`config.mk`:
```
export PLATFORM = sky130hd
export DESIGN_NAME = ctr_hs
export DESIGN_NICKNAME = d
export VERILOG_FILES = /design/src/rtl/ctr_hs.sv
export SDC_FILE = /design/constraint.sdc
export NUM_CORES = 1
export LEC_CHECK = 0
export BUFFER_PORTS_ARGS = -buffer_cell sky130_fd_sc_hd__buf_2
export CAP_MARGIN = 20
export CORE_MARGIN = 5
export CORE_UTILIZATION = 46
export DETAILED_ROUTE_END_ITERATION = 8
export PLACE_DENSITY = 0.76
export SYNTH_ARGS = -nofsm -noshare
export SYNTH_HDL_FRONTEND = slang
export SYNTH_SLANG_ARGS = --single-unit
```
`constraint.sdc`:
```
create_clock -name clk_i -period 3.45 [get_ports clk_i]
set_clock_uncertainty 0.1 [all_clocks]
set_input_delay 0 -clock clk_i [delete_from_list [all_inputs] [get_ports clk_i]]
set_output_delay 0 -clock clk_i [all_outputs]
set_load 0.01 [all_outputs]
```
`src/rtl/ctr_hs.sv`:
```
//==============================================================================
// Module      : ctr_hs
// Description : One-hot control FSM for the alpacacorn accumulator CPU with a
//               req/ack memory handshake. Optional CTR_TIMEOUT_EN adds a
//               bus-timeout watchdog that traps into a sticky ERR state.
// Revision    : 1.0 - initial release
//==============================================================================
`default_nettype none

`ifndef ADR_WIDTH
`define ADR_WIDTH 6
`endif
`ifndef OP_WIDTH
`define OP_WIDTH 2
`define OP_NOR 2'd0
`define OP_ADD 2'd1
`define OP_STA 2'd2
`define OP_JCC 2'd3
`endif
`ifndef CTR_MARMUX_WIDTH
`define CTR_MARMUX_WIDTH 1
`define MAR_OP_PC  1'b0
`define MAR_OP_ARG 1'b1
`endif
`ifndef CTR_CARRYMUX_WIDTH
`define CTR_CARRYMUX_WIDTH 2
`define CARRY_OP_KEEP 2'd0
`define CARRY_OP_GEN  2'd1
`define CARRY_OP_CLR  2'd2
`endif

module ctr_hs #(
    parameter int ADR_WIDTH = `ADR_WIDTH,
    parameter int TIMEOUT   = 15
) (
    input  logic                           clk_i,
    input  logic                           rst_ni,
    input  logic                           carry_i,
    input  logic [`OP_WIDTH-1:0]           op_i,
    input  logic                           mem_ack_i,
    output logic                           mem_req_o,
    output logic                           err_o,
    output logic [`CTR_MARMUX_WIDTH-1:0]   ctr_marmux_o,
    output logic [`CTR_CARRYMUX_WIDTH-1:0] ctr_carrymux_o,
    output logic [`OP_WIDTH-1:0]           ctr_aluop_o,
    output logic                           ctr_pc_reg_en_o,
    output logic                           ctr_a_reg_en_o,
    output logic                           ctr_mar_reg_en_o,
    output logic                           ctr_d_reg_en_o,
    output logic                           ctr_we_o
);

    if (ADR_WIDTH < 1 || TIMEOUT < 1 || TIMEOUT > 255) begin : g_cfg_bad
        $error("ctr_hs: ADR_WIDTH must be >= 1 and TIMEOUT within 1..255");
    end

    typedef enum logic [7:0] {
        S_LDPC   = 8'b0000_0001,
        S_FETCH  = 8'b0000_0010,
        S_DECODE = 8'b0000_0100,
        S_READ   = 8'b0000_1000,
        S_EXEC   = 8'b0001_0000,
        S_WRITE  = 8'b0010_0000,
        S_JUMP   = 8'b0100_0000,
        S_ERR    = 8'b1000_0000
    } state_t;

    state_t               state_q, state_d;
    logic [`OP_WIDTH-1:0] op_q, op_d;
    logic                 timeout;

`ifdef CTR_TIMEOUT_EN
    logic [7:0] wait_cnt_q, wait_cnt_d;

    // An ack in the same cycle as the limit wins over the timeout.
    always_comb begin
        timeout    = mem_req_o && !mem_ack_i && (wait_cnt_q == 8'(TIMEOUT));
        wait_cnt_d = wait_cnt_q;
        if (state_d != state_q || mem_ack_i) begin
            wait_cnt_d = 8'd0;
        end else if (mem_req_o) begin
            wait_cnt_d = wait_cnt_q + 8'd1;
        end
    end

    always_ff @(posedge clk_i or negedge rst_ni) begin
        if (!rst_ni) begin
            wait_cnt_q <= 8'd0;
        end else begin
            wait_cnt_q <= wait_cnt_d;
        end
    end
`else
    assign timeout = 1'b0;
`endif

    always_ff @(posedge clk_i or negedge rst_ni) begin
        if (!rst_ni) begin
            state_q <= S_LDPC;
            op_q    <= `OP_ADD;
        end else begin
            state_q <= state_d;
            op_q    <= op_d;
        end
    end

    always_comb begin
        state_d          = state_q;
        op_d             = op_q;
        mem_req_o        = 1'b0;
        err_o            = 1'b0;
        ctr_marmux_o     = `MAR_OP_PC;
        ctr_carrymux_o   = `CARRY_OP_KEEP;
        ctr_aluop_o      = `OP_ADD;
        ctr_pc_reg_en_o  = 1'b0;
        ctr_a_reg_en_o   = 1'b0;
        ctr_mar_reg_en_o = 1'b0;
        ctr_d_reg_en_o   = 1'b0;
        ctr_we_o         = 1'b0;

        unique case (state_q)
            S_LDPC: begin
                ctr_mar_reg_en_o = 1'b1;
                state_d          = S_FETCH;
            end
            S_FETCH: begin
                mem_req_o = 1'b1;
                if (mem_ack_i) begin
                    ctr_d_reg_en_o  = 1'b1;
                    ctr_pc_reg_en_o = 1'b1;
                    state_d         = S_DECODE;
                end else if (timeout) begin
                    state_d = S_ERR;
                end
            end
            S_DECODE: begin
                ctr_marmux_o     = `MAR_OP_ARG;
                ctr_mar_reg_en_o = 1'b1;
                op_d             = op_i;
                case (op_i)
                    `OP_STA: state_d = S_WRITE;
                    `OP_JCC: state_d = carry_i ? S_JUMP : S_LDPC;
                    default: state_d = S_READ;
                endcase
            end
            S_READ: begin
                mem_req_o = 1'b1;
                if (mem_ack_i) begin
                    ctr_d_reg_en_o = 1'b1;
                    state_d        = S_EXEC;
                end else if (timeout) begin
                    state_d = S_ERR;
                end
            end
            S_EXEC: begin
                ctr_a_reg_en_o = 1'b1;
                ctr_carrymux_o = `CARRY_OP_GEN;
                ctr_aluop_o    = op_q;
                state_d        = S_LDPC;
            end
            S_WRITE: begin
                mem_req_o = 1'b1;
                ctr_we_o  = 1'b1;
                if (mem_ack_i) begin
                    state_d = S_LDPC;
                end else if (timeout) begin
                    state_d = S_ERR;
                end
            end
            S_JUMP: begin
                ctr_carrymux_o = `CARRY_OP_CLR;
                state_d        = S_LDPC;
            end
            S_ERR: begin
`ifdef CTR_TIMEOUT_EN
                err_o = 1'b1;
`endif
            end
            default: state_d = S_LDPC;
        endcase
    end

endmodule

`default_nettype wire
```
# After elaboration in Yosys (flattened, before gate mapping)
# Cells that the tools add are included.
[totals]
regBits = 10
in_bits = 6
word_cells = 36
[op_classes]
eq_ne = 13
n_mux = 16
bitwise = 1
n_reduce_logical = 4
[op_table]
columns = ["op", "n"]
rows = [
  ["case mux 8 bit (6 select lines)", 1],
  ["two-way mux 8 bit", 3],
  ["case mux 7 bit (2 select lines)", 1],
  ["equality test 8 x 1 -> 1 bit (second input constant)", 1],
  ["equality test 8 x 2 -> 1 bit (second input constant)", 1],
  ["equality test 8 x 3 -> 1 bit (second input constant)", 1],
  ["equality test 8 x 4 -> 1 bit (second input constant)", 1],
  ["equality test 8 x 5 -> 1 bit (second input constant)", 1],
  ["equality test 8 x 6 -> 1 bit (second input constant)", 1],
  ["equality test 8 x 7 -> 1 bit (second input constant)", 1],
  ["equality test 8 bit (second input constant)", 1],
  ["two-way mux 1 bit", 8],
  ["two-way mux 7 bit", 1],
  ["inequality test 2 bit (second input constant)", 3],
  ["equality test 2 bit (second input constant)", 2],
  ["case mux 2 bit (2 select lines)", 1],
  ["AND reduction 4 bit", 1],
  ["OR reduction 2 bit", 2],
  ["OR reduction 3 bit", 1],
  ["two-way mux 2 bit", 1],
  ["inverter 1 bit", 1],
]

# Longest topological paths before layout
# Gate-level depths: netlist of run 1.
[depth]
depth_word = 3
ltp_mapped = 4
depth_no_buf = 3

# Least setup slack after synthesis of run 1
# OpenSTA, ideal clock, no wires.
[synth_path]
kind = "register to output"
start = "register state_q[3]"
end = "output ctr_aluop_o[1]"
arrival_time_ns = 1.498
required_time_ns = 3.350
setup_slack_ns = 1.852
path_stages_with_launch = 4
n_path_buf = 0
cell_sequence = "dfrtp_1 -> or4_4 -> nor4b_4 -> and2_1"
[synth_between]
elab_chain_cells = 2
[synth_rtl]
columns = ["item", "line", "rtl"]
rows = [
  ["start: declaration", "68", "state_t state_q, state_d;"],
  ["start signal: assignment", "102", "state_q <= state_d;"],
  ["equality test 8 x 5 -> 1 bit", "121", "unique case (state_q)"],
  ["two-way mux 2 bit", "121", ""],
  ["end: declaration", "45", "output logic [`OP_WIDTH-1:0] ctr_aluop_o,"],
]
# Every way passes these cells.

# Worst setup path after layout of run 1
[layout_path]
start = "register state_q[3]"
end = "register state_q[5]"
[layout_between]
elab_chain_cells = 3
elab_cells_between_ends = 12
cone_classes = "9 x eq/ne; 1 x mux; 1 x bitwise; 1 x reduce/logical"
[layout_rtl]
columns = ["item", "line"]
rows = [
  ["equality test 8 x 2 -> 1 bit, or another cell as far along", "121"],
  ["inequality test 2 bit (no line) / inverter 1 bit (equally long branches)", "n/a"],
  ["AND reduction 4 bit (no line)", "n/a"],
]
# Several ways; a longest one is shown, not always the timed one.
# A chain may end at the register's enable or synchronous reset.

==> results of run 1 <==
## through the flow
| step | hold slack (ns) | area, µm² |
|---|---|---|
| 2_1_floorplan | -0.396 | 608 |
| 6_report | 0.00928 | 768 |
| 3_5_place_dp | -0.243 | 682 |
| 3_3_place_gp | -0.240 | 682 |
| 5_1_grt | 0.0115 | 768 |
| 4_1_cts | 0.0121 | 768 |
## power by group
part,internal [mW],switching (mW)
Combinational,0.0947,0.0914
Clock,0.0448,0.0407
Sequential,0.142,0.0469
Total,0.282,0.179
## sequential cells by signal, indices dropped and copies added (netlist names)
| signal | count |
|---|---|
| op_q | 2 |
| state_q | 7 |
## routing by layer
layer  global-route usage (%)  wire length [µm]  share of wire, %  vias to the layer above
met4                     13.6                46               3.1                        0
met1                     19.3               632                42                      266
met5                        0                 0                 0                        -
met3                     2.34                63               4.2                        5
li1                         -                 -                 -                      272
met2                     28.3               753                50                       13
## worst register-to-register path: stages (launching register included)
cell,delay [ns]
dfrtp_1,0.54
or4_4,0.65
nor4b_4,0.26
o2bb2ai_1,0.14
dlygate4sd3_1,0.57
## cell families after synthesis
kind of cell              Yosys count
and+or+nand+nor                    32
DFF                                 9
AOI/OAI and AO/OA                   8
buffers and inverters               7
xor gates and xnor gates            4
muxes                               1
other                               1
## repair_timing
| action | in CTS | in global routing |
|---|---|---|
| endpoints found under the hold margin | 15 | 0 |
| setup endpoints to repair | 0 | 0 |
| hold buffers | 6 | 0 |
## cells in the final DEF (no fill, tap or decap), types with 2 or more instances in the layout
| cell type | count |
|---|---|
| xnor2_1 | 2 |
| buf_2 | 16 |
| inv_1 | 2 |
| nor4b_4 | 2 |
| nor4b_1 | 2 |
| nor3b_1 | 2 |
| dfrtp_1 | 7 |
| nor4_1 | 4 |
| dlygate4sd3_1 | 6 |
| clkbuf_4 | 3 |
| nor2_1 | 6 |
| dfstp_2 | 2 |
| o21ai_0 | 2 |
| xor2_1 | 2 |
| nand2_1 | 3 |
| nand2b_1 | 3 |
## final timing paths
check	from	end	slack, ns
setup / recovery	state_q[3]	state_q[5]	1.12
max in group asynchronous	rst_ni	op_q[0]	2.98
hold / removal	op_i[1]	state_q[3]	0.009
hold reg to reg	op_q[1]	op_q[1]	0.41
min in group asynchronous	rst_ni	state_q[4]	0.02
setup reg to reg	state_q[3]	state_q[5]	1.12
## layout make-up
cell class | instances | share of cell area, %
Multi-Input combinational cell | 46 | 45.3
Sequential cell | 9 | 29.6
Inverter | 2 | 0.977
Timing Repair Buffer | 22 | 18.2
Clock buffer | 4 | 3.42
Tap cell | 15 | 2.44
==> summary.txt, run 1 <==
Global routing
  • Largest net degree at the start of global routing: 14
  • Total GRT Usage: 17.1%
  • First-pass GRT wire length: 2480 µm
  • Total grt overflow: 0
  • Initial antenna violation count: 0
  • Vias in the first global route: 554

Clock network
  • Clock Sinks: 9
  • Root Driver: clkbuf_4
  • Inserted Clock Buffers: 3
  • CTS tree: built
  • Setup Buffers After CTS: 0
  • Clock Latency Late Sink: 0.27 ns
  • Maximum clock path buffer count: 2
  • Worst-path clk slew: 0.06 ns
  • PostCTS Resize Cnt: 0
  • CTS HTree Levels: 1

Synth
  • Post-synth top area cell: dfrtp_1
  • Mapped cell area: 608 µm²
  • Yosys cell types: 34
  • Xor and xnor area share after synthesis: 5.76%
  • Primary FF master, synth: dfrtp_1
  • Main area contributors after synthesis: dfrtp_1 29%, dfstp_2 8.6%, nor4b_4 7.8%, nor4_1 4.1%, nor2_1 3.7%
  • Fraction of registers with async set or reset after synthesis: 100%
  • Main combinational cell family by area after synthesis: simple AND/OR/NAND/NOR gates
  • EDFF count, synth: 0
  • Post-synth net total: 68
  • Top cell type's share of synthesized area: 28.8%
  • Synth Instances: 62
  • Simple-gate share of the synthesized area: 39.1%
  • Adder-cell area share of the yosys netlist: 0%
  • Syn avg cell area: 9.81 µm²
  • Post-synthesis sequential area ratio: 37.4%
  • Count leader, synth: dfrtp_1
  • Mux cell area share after synthesis: 1.85%
  • Compound-Gate Fraction of Synth Area: 9.88%
  • Most frequent cells after synthesis: 7 x dfrtp_1, 6 x nor2_1, 4 x nor4_1
  • Synthesized flop and latch total: 9
  • YS warnings: 0

Critical path
  • Worst Setup Start Kind: flip-flop
  • Max FO, Critical Path: 13
  • CP required: 3.55 ns
  • Crit-path cells: or4_4 -> nor4b_4 -> o2bb2ai_1 -> dlygate4sd3_1
  • Reg2reg path depth: 4
  • Critical path's slowest cell: or4_4
  • Worst Path Arrival: 2.43 ns
  • Critical path's top delay family: simple AND/OR/NAND/NOR gates
  • Type of the worst setup path: reg -> reg
  • Crit end category: flip-flop
  • Critical Path Stages: 4
  • CP peak stage delay: 0.65 ns
  • Worst Path Buf+Inv: 1

Final layout
  • Fin cells: 98
  • Nets: 90
  • Layout area overhead: 26.3%
  • Share of layout cells above drive strength 1: 32.5%
  • Multi-input gate area: 348 µm²
  • Filler cells: 104
  • Utilization after layout: 60.6%
  • Register area: 228 µm²
  • Ant. Diodes: 0

Die
  • Die W: 46.4 µm
  • # IOs: 18
  • Die ar.: 0.00215 mm²
  • Core area: 0.00127 mm²
  • Starting Density: 47.9%
  • Die height: 46.4 µm
  • Row count: 13

Drt
  • ANT nets after route: 0
  • DR WL/cell: 15.3 µm
  • # DRC: 0
  • Starting DRT DRC Count: 12
  • Vias: 556
  • DR pass1 iterations: 4
  • Via density: 5.67
  • Routed wire length: 1500 µm

Timing
  • Fin crit share: 67.5%
  • Min cycle time layout: 2.33 ns
  • Fin. max-slew vios: 0
  • Maximum operating frequency: 429 MHz
  • RSZ-0062 raised after global routing: false
  • Final number of hold-violating endpoints: 0
  • Final setup vio count: 0
  • Slew Limit Headroom: 66.4%
  • Setup tns final: 0 ns
  • Final worst slack: 1.12 ns
  • Worst-Margin Slew: 0.500 ns

Min path
  • Hold Path Class: in -> reg
  • Hold Path Stages: 4

Placed design
  • DP HPWL: 1080 µm
  • Dpl cells: 88
  • Place WS: 1.64 ns
  • Placer congestion estimate: 0.852
  • Port bufs: 16

Power
  • Tot Pwr: 0.461 mW
  • Worst VDD drop: 0.000389 V
  • Leak Pwr: 0.365 nW
  • PwrDens: 599 mW/mm²

Job
  • Max-cap violations: 0

Run status
  • Outcome: finished, final reports clean
(Power assumes the default switching activity.)
==> run 2: changes to the inputs <==
Settings changed: CORE_UTILIZATION 46 to 44.
Clock period 3.45 ns to 2.1 ns, I/O delays scaled along.
==> summary.txt, run 2 (synthesis gave the netlist of run 1 again) <==
Timing
  • Final setup vio count: 0
  • Maximum operating frequency: 503 MHz
  • Fin. max-slew vios: 0
  • Fin crit share: 94.6%
  • Setup tns final: 0 ns
  • WHS: 0.00265 ns
  • RSZ-0062 raised after global routing: false
  • Final number of hold-violating endpoints: 0
  • Min cycle time layout: 1.99 ns

Power
  • Clock power share: 17.0%
  • Cell Int Power: 0.485 mW
  • Worst VDD drop: 0.000523 V
  • Sequential Power Share: 37.7%
  • Sw frac: 37.6%
  • Tot Pwr: 0.779 mW
  • Leak Pwr: 0.382 nW
  • Combinational share of power: 45.3%
  • PwrDens: 977 mW/mm²
  • Psw: 0.293 mW

Critical path
  • Critical path's top delay family: simple AND/OR/NAND/NOR gates
  • CP required: 2.00 ns
  • Critical path's slowest cell: or4_4
  • CP peak stage delay: 0.57 ns
  • Crit-path cells: or4_4 -> buf_4 -> nor4b_4 -> and2_1 -> buf_2
  • Worst Path Buf+Inv: 2
  • Worst Setup Start Kind: flip-flop
  • Worst Path Arrival: 1.89 ns
  • Max FO, Critical Path: 4
  • Crit end category: output pin
  • Type of the worst setup path: reg -> out

Die
  • Die ar.: 0.00223 mm²
  • Starting Density: 46.7%
  • Row count: 13
  • Die W: 47.2 µm
  • Die height: 47.2 µm
  • Core area: 0.00130 mm²
  • # IOs: 18

Drt
  • # DRC: 0
  • DR WL/cell: 15.0 µm
  • ANT nets after route: 0
  • Starting DRT DRC Count: 14
  • DR pass1 iterations: 4
  • Via density: 5.75
  • Routed wire length: 1530 µm
  • Vias: 587

Final layout
  • Ant. Diodes: 0
  • Biggest regs: state_q (7), op_q (2)
  • Layout area overhead: 31.1%
  • Flip-flop count of the largest register after layout: 7
  • Fin cells: 102
  • Most common cell after layout, fill and taps aside: buf_2
  • Share of layout cells above drive strength 1: 37.9%
  • Most flops, register: state_q
  • Most frequent cells in the layout: 16 x buf_2, 6 x nor2_1, 6 x dfrtp_1
  • Nets: 94

Clock network
  • CTS HTree Levels: 1
  • CTS tree: built
  • Worst-path clk slew: 0.06 ns
  • Clock Sinks: 9
  • Maximum clock path buffer count: 2
  • Clock Latency Late Sink: 0.26 ns
  • Inserted Clock Buffers: 3
  • Root Driver: clkbuf_4

Global routing
  • Vias in the first global route: 539
  • Initial antenna violation count: 0
  • Total grt overflow: 0
  • First-pass GRT wire length: 2370 µm
  • Total GRT Usage: 15.5%
  • Largest net degree at the start of global routing: 13

Placed design
  • Port bufs: 16
  • DP HPWL: 1030 µm
  • Placer congestion estimate: 0.827
  • Dpl cells: 91

Run status
  • Outcome: finished, final reports clean

Job
  • Max-cap violations: 0

Min path
  • Hold Path Class: in -> reg
## run 2: cell types whose count changed in the layout (fill, tap and decap cells not counted), sizes merged
cell,change
dlygate4sd3,-1
buf,+5
## run 2: per-layer routing
layer	GRT usage [%]	vias to the layer above	part of all wire, %
met3	1.15	4	4.5
met4	11.6	0	1.9
met2	25.5	24	53
met1	18.8	282	41
li1	-	277	-
met5	0	-	0
## run 2: final timing paths
path | endpoint | slack [ns] | from | cells after the start
min in group asynchronous | state_q[1] | 0.03 | rst_ni | 2
max | ctr_aluop_o[1] | 0.11 | state_q[2] | 5
min | state_q[5] | 0.003 | op_i[1] | 3
max in group asynchronous | op_q[0] | 1.62 | rst_ni | 2
min reg2reg | op_q[1] | 0.40 | op_q[1] | 1
max reg2reg | state_q[6] | 0.15 | state_q[3] | 5
## run 2: power by group through the flow
stage / combinational, mW / sequential [mW] / clock, mW
after floorplan: 0.266 / 0.263 / 0
after global placement: 0.319 / 0.293 / 0
after detailed placement: 0.327 / 0.294 / 0
after CTS: 0.339 / 0.291 / 0.132
after global routing: 0.385 / 0.303 / 0.145
final: 0.352 / 0.294 / 0.133
## run 2: layout make-up
type | instances | area, µm²
Tap cell | 15 | 18.8
Fill cell | 117 | 504
Sequential cell | 9 | 229
Timing Repair Buffer | 26 | 168
Clock buffer | 4 | 26.3
Inverter | 2 | 7.51
Multi-Input combinational cell | 46 | 348
## run 2: tightest hold or removal path, cell delays in order
cell and delay (ns):
buf_2 0.12, nand4_1 0.13, o2bb2ai_1 0.08
## run 2: timing repair
| action | in CTS | in global routing |
|---|---|---|
| hold buffers | 6 | 0 |
| endpoints found under the hold margin | 15 | 0 |
| setup endpoints to repair | 0 | 1 |
| setup buffers | 0 | 2 |
| gates resized for setup | 0 | 1 |
## run 2: through the flow
stage | util [%] | worst slack [ns] | cell area, µm²
2_1_floorplan | - | 0.502 | 608
3_3_place_gp | 54.1 | 0.505 | 704
3_5_place_dp | 54.1 | 0.506 | 704
4_1_cts | 60.8 | 0.0258 | 791
5_1_grt | 61.3 | 0.0183 | 797
6_report | 61.3 | 0.112 | 797
